===== src/rtl/spi_flash_reader.sv =====
// SPI NOR flash read engine: issues a 0x03/0x0B read at a latched address and
// streams DATA_WIDTH-bit words out over valid/ready, stretching SCLK on backpressure.
module spi_flash_reader #(
  parameter int unsigned CLK_DIV      = 2,
  parameter int unsigned ADDR_BYTES   = 3,
  parameter int unsigned DUMMY_CYCLES = 0,
  parameter int unsigned DATA_WIDTH   = 8,
  parameter int unsigned LEN_WIDTH    = 24,
  parameter int unsigned CS_IDLE      = 4
) (
  input  logic                    clk_i,
  input  logic                    rst_b_i,
  input  logic                    start_i,
  input  logic [8*ADDR_BYTES-1:0] addr_i,
  input  logic [LEN_WIDTH-1:0]    len_i,
  output logic                    busy_o,
  output logic                    done_o,
  output logic [DATA_WIDTH-1:0]   dat_o,
  output logic                    valid_o,
  input  logic                    ready_i,
  output logic                    spi_cs_b_o,
  output logic                    spi_sclk_o,
  output logic                    spi_mosi_o,
  input  logic                    spi_miso_i
);

  localparam int unsigned ADDR_W  = 8 * ADDR_BYTES;
  localparam int unsigned TX_W    = 8 + ADDR_W;
  localparam int unsigned CNT_MAX = (DUMMY_CYCLES > 32) ? DUMMY_CYCLES : 32;
  localparam int unsigned CNT_W   = $clog2(CNT_MAX);
  localparam int unsigned DIV_W   = $clog2(CLK_DIV + 1);
  localparam int unsigned GAP_W   = $clog2(CS_IDLE + 1);
  localparam logic [7:0]  OPCODE  = (DUMMY_CYCLES == 0) ? 8'h03 : 8'h0B;

  typedef enum logic [2:0] {
    S_IDLE, S_CS_SETUP, S_CMD, S_ADDR, S_DUMMY, S_DATA, S_CS_HOLD, S_GAP
  } state_e;

  state_e                state_q, state_d;
  logic [DIV_W-1:0]      div_q, div_d;
  logic [CNT_W-1:0]      bit_q, bit_d;
  logic [GAP_W-1:0]      gap_q, gap_d;
  logic [TX_W-2:0]       tx_q, tx_d;
  logic [DATA_WIDTH-2:0] rx_q, rx_d;
  logic [LEN_WIDTH-1:0]  len_q, len_d;
  logic [DATA_WIDTH-1:0] dat_q, dat_d;
  logic cs_b_q, cs_b_d, sclk_q, sclk_d, mosi_q, mosi_d;
  logic busy_q, busy_d, done_q, done_d, valid_q, valid_d, last_q, last_d;

  logic shifting, tick, stall, rise, fall, phase_end, handshake;

  // A word may only start shifting in once the previous one has been taken.
  assign shifting  = state_q inside {S_CMD, S_ADDR, S_DUMMY, S_DATA};
  assign tick      = (div_q == DIV_W'(CLK_DIV - 1));
  assign stall     = (state_q == S_DATA) && !sclk_q &&
                     (bit_q == CNT_W'(DATA_WIDTH - 1)) && valid_q && !ready_i;
  assign rise      = (shifting || state_q == S_CS_SETUP) && tick && !sclk_q && !stall;
  assign fall      = shifting && tick && sclk_q;
  assign phase_end = fall && (bit_q == '0);
  assign handshake = valid_q && ready_i;

  always_ff @(posedge clk_i or negedge rst_b_i) begin
    if (!rst_b_i) state_q <= S_IDLE;
    else          state_q <= state_d;
  end

  always_comb begin
    state_d = state_q;
    case (state_q)
      S_IDLE:     if (start_i && len_i != '0) state_d = S_CS_SETUP;
      S_CS_SETUP: if (rise) state_d = S_CMD;
      S_CMD:      if (phase_end) state_d = S_ADDR;
      S_ADDR:     if (phase_end) state_d = (DUMMY_CYCLES != 0) ? S_DUMMY : S_DATA;
      S_DUMMY:    if (phase_end) state_d = S_DATA;
      S_DATA:     if (phase_end && len_q == '0) state_d = S_CS_HOLD;
      S_CS_HOLD:  if (tick) state_d = S_GAP;
      // The last word must drain before a new read can overwrite it.
      S_GAP:      if (gap_q == GAP_W'(CS_IDLE - 1) && (!valid_q || ready_i)) state_d = S_IDLE;
      default:    state_d = S_IDLE;
    endcase
  end

  always_comb begin
    div_d   = div_q;   bit_d   = bit_q;   gap_d  = gap_q;  tx_d   = tx_q;
    rx_d    = rx_q;    len_d   = len_q;   dat_d  = dat_q;  cs_b_d = cs_b_q;
    sclk_d  = sclk_q;  mosi_d  = mosi_q;  busy_d = busy_q; done_d = 1'b0;
    valid_d = valid_q; last_d  = last_q;

    if (state_q inside {S_IDLE, S_GAP}) div_d = '0;
    else if (!stall)                    div_d = tick ? '0 : div_q + DIV_W'(1);

    if (handshake) begin
      valid_d = 1'b0;
      done_d  = last_q;
    end

    case (state_q)
      S_IDLE: if (start_i) begin
        if (len_i == '0) begin
          done_d = 1'b1;
        end else begin
          cs_b_d = 1'b0;
          busy_d = 1'b1;
          mosi_d = OPCODE[7];
          tx_d   = {OPCODE[6:0], addr_i};
          bit_d  = CNT_W'(7);
          len_d  = len_i;
          last_d = 1'b0;
        end
      end
      S_CS_HOLD: if (tick) begin
        cs_b_d = 1'b1;
        gap_d  = '0;
      end
      S_GAP: begin
        if (gap_q != GAP_W'(CS_IDLE - 1)) gap_d = gap_q + GAP_W'(1);
        if (state_d == S_IDLE) busy_d = 1'b0;
      end
      default: ;
    endcase

    if (rise) begin
      sclk_d = 1'b1;
      if (state_q == S_DATA) begin
        rx_d = {rx_q[DATA_WIDTH-3:0], spi_miso_i};
        if (bit_q == '0) begin
          dat_d   = {rx_q, spi_miso_i};
          valid_d = 1'b1;
          last_d  = (len_q == LEN_WIDTH'(1));
          len_d   = len_q - LEN_WIDTH'(1);
        end
      end
    end

    // MOSI only moves on the falling edge; the next phase's bit count loads here.
    if (fall) begin
      sclk_d = 1'b0;
      bit_d  = bit_q - CNT_W'(1);
      mosi_d = 1'b0;
      if (state_q inside {S_CMD, S_ADDR}) begin
        mosi_d = tx_q[TX_W-2];
        tx_d   = tx_q << 1;
      end
      if (phase_end) begin
        case (state_q)
          S_CMD: bit_d = CNT_W'(ADDR_W - 1);
          S_ADDR: begin
            mosi_d = 1'b0;
            bit_d  = (DUMMY_CYCLES != 0) ? CNT_W'(DUMMY_CYCLES - 1) : CNT_W'(DATA_WIDTH - 1);
          end
          default: bit_d = CNT_W'(DATA_WIDTH - 1);
        endcase
      end
    end
  end

  always_ff @(posedge clk_i or negedge rst_b_i) begin
    if (!rst_b_i) begin
      div_q   <= '0;   bit_q  <= '0;   gap_q  <= '0;   tx_q    <= '0;
      rx_q    <= '0;   len_q  <= '0;   dat_q  <= '0;   cs_b_q  <= 1'b1;
      sclk_q  <= 1'b0; mosi_q <= 1'b0; busy_q <= 1'b0; done_q  <= 1'b0;
      valid_q <= 1'b0; last_q <= 1'b0;
    end else begin
      div_q   <= div_d;   bit_q  <= bit_d;   gap_q  <= gap_d;  tx_q   <= tx_d;
      rx_q    <= rx_d;    len_q  <= len_d;   dat_q  <= dat_d;  cs_b_q <= cs_b_d;
      sclk_q  <= sclk_d;  mosi_q <= mosi_d;  busy_q <= busy_d; done_q <= done_d;
      valid_q <= valid_d; last_q <= last_d;
    end
  end

  assign busy_o     = busy_q;
  assign done_o     = done_q;
  assign dat_o      = dat_q;
  assign valid_o    = valid_q;
  assign spi_cs_b_o = cs_b_q;
  assign spi_sclk_o = sclk_q;
  assign spi_mosi_o = mosi_q;

endmodule


===== config.mk =====
export PLATFORM = sky130hd
export DESIGN_NAME = spi_flash_reader
export DESIGN_NICKNAME = d
export VERILOG_FILES = /design/src/rtl/spi_flash_reader.sv
export SDC_FILE = /design/constraint.sdc
export NUM_CORES = 1
export LEC_CHECK = 0
export ABC_AREA = 1
export CAP_MARGIN = 20
export CORE_MARGIN = 2
export CORE_UTILIZATION = 50
export DETAILED_ROUTE_END_ITERATION = 16
export PLACE_DENSITY = 0.73
export SLEW_MARGIN = 20
export SYNTH_ARGS = -nofsm -noshare
export SYNTH_HDL_FRONTEND = slang
export SYNTH_SLANG_ARGS = --single-unit

===== constraint.sdc =====
create_clock -name clk_i -period 2.9 [get_ports clk_i]
set_input_delay 0.58 -clock clk_i [delete_from_list [all_inputs] [get_ports clk_i]]
set_output_delay 0.58 -clock clk_i [all_outputs]
set_load 0.05 [all_outputs]

==> results.md <==
- Area after DPL: 5990 um2
- Actual slew at the worst max-slew pin: 0.511 ns
- Post-Place Setup Slack: 0.551 ns
- Cell Rows: 37
- Clock tree from TritonCTS: done
- Outcome: finished, final reports clean
- Cell family with most CP delay: buffers and inverters
- Number of gates given a new drive strength after cts: 0
- Total number of clock tree sinks: 90
- Max-slew violation count: 0
- Syn Inst Count: 715
- Worst clock skew: 0.00770 ns
- Yosys warnings: 0
- Global placer's final weighted congestion: about 0.87
- Final core utilization: 60.5%
- Worst stage delay on the critical path: roughly 0.80 ns
- RSZ-0062 raised after global routing: no
- Initial antenna violation count: 0
- Routed wire length per instance: 13.3 um
- Minimum setup slack among reg-to-reg paths: 0.89 ns
- I/O pin cnt: 67
- Buffer depth of the longest clock path: 2
- Most common cell after layout, fill and taps aside: sky130_fd_sc_hd__nand2_1
- Post-CTS setup repair buffer count: 0
- Drt first-iter violations: 298
- TritonCTS buffer count: 9
- Final cell area excluding filler cells: roughly 6200 um2
- Number of global-route vias before repair: 4556
- Critical Path End Type: output pin
- Number of I/O port buffers: 66
- Drt via density: 5.22
- Horizontal die dimension: approximately 110 um
- Layout Cells excl Fill: 915
- Max Clk Rate: 437 MHz
- DRC viols: 0
- Startpoint of the most critical register-to-register path: bit_q[0]
- Post-synthesis average cell area: 7.33 um2
- CTS Root Cell: sky130_fd_sc_hd__clkbuf_8
- Part of the Yosys area used for sequential elements: 43.0%
- Largest net degree at the start of global routing: 55
- Share of post-route cells with drive strength above 1: 6.29%
- Final worst setup slack: 0.610 ns
- Post-synthesis sequential element count: 90
- Die footprint: between 10000 and 15000 um2
- Critical path data required time: between 2 and 2.5 ns
- Type of the most critical hold path: primary input to async pin
- Critical path class: register to output pin
- Netlist Area Pre-Place: 5240 um2
- Reported max-cap violation count: 0
- Worst vdd rail ir drop: ~0.54 mV
- Sum Neg Setup Slack: 0 ns
- Number of levels the H-tree was split into: 3
- Power per standard cell area: 764 nW/um2
- Number of buffers and inverters on the critical path: 1
- Number of hold violations in the final report: 0
- Count of cell types in the netlist: 34
- Critical path startpoint category: register
- Die Height: 106 um
- Critical Path AT: 1.71 ns
- Vias after detailed routing: 4773
- P&R area growth vs syn: 18.3%
- Total global routing track utilization: 23.1%
- Worst max-slew margin expressed relative to the limit: between 60% and 70%
- Sum of net half-perimeters after detailed placement: ~8600 um
- Final cycle utilization of the critical path: between 70% and 80%
- Slowest-stage cell, CP: sky130_fd_sc_hd__clkdlybuf4s50_1
- Leakage power: 3.09 nW
- # nets final: 835
- Final antenna-violating net count: 0
- CTS Hold Buffers Added: 0
- Drt pass-1 iters: 5
- Clock input transition at the sequential cells of the worst setup and hold paths: 0.09 ns
- Endpoint of the worst-slack reg-to-reg timing path: len_q[12]
- Area of the core: ~10000 um2
- Nets in the synthesized netlist: 776
- Max FO, Critical Path: 2
- Post-route total power: 4.73 mW
- Cells along the critical path: clkdlybuf4s50_1
- Total wire length after detailed routing: roughly 12000 um
- Hold slack final: 0.178 ns
- Top library cells by usage in the layout, fill and taps aside: sky130_fd_sc_hd__nand2_1, sky130_fd_sc_hd__nor2_1, sky130_fd_sc_hd__dfrtp_1
- Final setup violation count: 0
- Clock period minus worst slack: 2.29 ns
- Source-to-sink clock delay at the later pin of the worst-skew pair: 0.36 ns
- Count of antenna diodes in the layout: 0
- Initial standard-cell utilization of the core: roughly half
- Placed cell count: approximately 900
- Wire length of the first global-routing pass: 21200 um
- Total congestion overflow: 0
- Cell depth of the worst flop-to-flop path: 8
## report_power, final
group          internal (mW)  switching, mW  total (mW)  leakage [nW]
sequential              1.66          0.283        1.94          1.06
clock                  0.429          0.461       0.890         0.101
combinational          0.713           1.19        1.90          1.93
total                   2.80           1.93        4.73          3.09
## registers in the layout, summed over array words and instances (netlist names)
name,cells
bit_q,5
gap_q,3
state_q,3
spi_sclk_o,1
last_q,1
done_o,1
tx_q,31
len_q,24
dat_o,8
spi_cs_b_o,1
div_q,2
valid_o,1
busy_o,1
rx_q,7
spi_mosi_o,1
## layer usage
layer | up-vias | share of wire (%) | track usage, %
met4 | 0 | 1.7 | 7.33
li1 | 2402 | - | -
met5 | - | 0 | 0
met2 | 137 | 47 | 37.1
met3 | 21 | 5.1 | 3.68
met1 | 2213 | 46 | 32.1
## cells by family (layout without fill, tap and decap cells)
family	Yosys count	count (layout)	synth area share (%)
AO/OA/AOI/OAI	92	92	9.56
buffers and inverters	120	184	10.2
adder cells (fa/ha/maj)	8	8	1.91
AND/OR/NAND/NOR	397	397	34.0
flip-flops	90	90	43.0
XOR/XNOR	8	8	1.34
## worst register-to-register path, stage by stage, from the launching register on
cell,delay [ns]
sky130_fd_sc_hd__dfrtp_1,0.39
sky130_fd_sc_hd__inv_1,0.13
sky130_fd_sc_hd__ha_1,0.16
sky130_fd_sc_hd__nand2_1,0.05
sky130_fd_sc_hd__nor2_1,0.35
sky130_fd_sc_hd__nand4_2,0.22
sky130_fd_sc_hd__inv_2,0.33
sky130_fd_sc_hd__nand3_1,0.11
sky130_fd_sc_hd__and2_1,0.17
## synth_stat cells
| master | instances | share of area [%] |
|---|---|---|
| sky130_fd_sc_hd__nand2_1 | 156 | 11 |
| sky130_fd_sc_hd__nor2_1 | 105 | 7.5 |
| sky130_fd_sc_hd__dfrtp_1 | 89 | 43 |
| sky130_fd_sc_hd__inv_1 | 88 | 6.3 |
| sky130_fd_sc_hd__nand3_1 | 83 | 7.9 |
| sky130_fd_sc_hd__o21ai_1 | 33 | 3.2 |
| sky130_fd_sc_hd__nand3b_1 | 28 | 4.0 |
| sky130_fd_sc_hd__o21ai_0 | 25 | 2.4 |
| sky130_fd_sc_hd__a21oi_1 | 19 | 1.8 |
| sky130_fd_sc_hd__buf_2 | 10 | 0.96 |
| sky130_fd_sc_hd__buf_6 | 8 | 1.7 |
| sky130_fd_sc_hd__ha_1 | 8 | 1.9 |
| sky130_fd_sc_hd__nand4_1 | 7 | 0.84 |
| sky130_fd_sc_hd__xor2_1 | 7 | 1.2 |
| sky130_fd_sc_hd__clkbuf_1 | 6 | 0.43 |
| sky130_fd_sc_hd__inv_2 | 5 | 0.36 |
| sky130_fd_sc_hd__nor3_1 | 5 | 0.48 |
| sky130_fd_sc_hd__o21ai_2 | 5 | 0.84 |
| sky130_fd_sc_hd__nor2_2 | 4 | 0.48 |
| sky130_fd_sc_hd__o22ai_1 | 4 | 0.48 |
| sky130_fd_sc_hd__buf_4 | 3 | 0.43 |
| sky130_fd_sc_hd__nand2_2 | 3 | 0.36 |
| sky130_fd_sc_hd__a21boi_0 | 2 | 0.29 |
| sky130_fd_sc_hd__o211ai_1 | 2 | 0.29 |
| sky130_fd_sc_hd__a22o_1 | 1 | 0.17 |
| sky130_fd_sc_hd__and2_1 | 1 | 0.12 |
| sky130_fd_sc_hd__dfstp_2 | 1 | 0.50 |
| sky130_fd_sc_hd__nand2_4 | 1 | 0.21 |
| sky130_fd_sc_hd__nand3_2 | 1 | 0.19 |
| sky130_fd_sc_hd__nand4_2 | 1 | 0.24 |
| sky130_fd_sc_hd__nor2_4 | 1 | 0.21 |
| sky130_fd_sc_hd__nor3_2 | 1 | 0.19 |
| sky130_fd_sc_hd__o21bai_1 | 1 | 0.14 |
| sky130_fd_sc_hd__xnor2_1 | 1 | 0.17 |
## layout make-up
type                       instances  area (um2)
fill                             948        4040
multi-input combinational        505        2450
sequential                        90        2250
timing repair buffer              75         763
inverter                          93         349
tap                              136         170
clock buffer                      11         141
clock inverter                     5        62.6
## how the worst max path moves through the flow
stage,end,startpoint,depth (start not counted),slack (ns)
2_1_floorplan,valid_o,valid_o,7,1.21
3_3_place_gp,len_q[12],ready_i,7,0.57
3_5_place_dp,len_q[12],ready_i,7,0.55
4_1_cts,spi_cs_b_o,spi_cs_b_o,1,0.60
5_1_grt,spi_cs_b_o,spi_cs_b_o,1,0.56
6_report,spi_cs_b_o,spi_cs_b_o,1,0.61
Note: power is estimated with default switching activity, not from simulation.
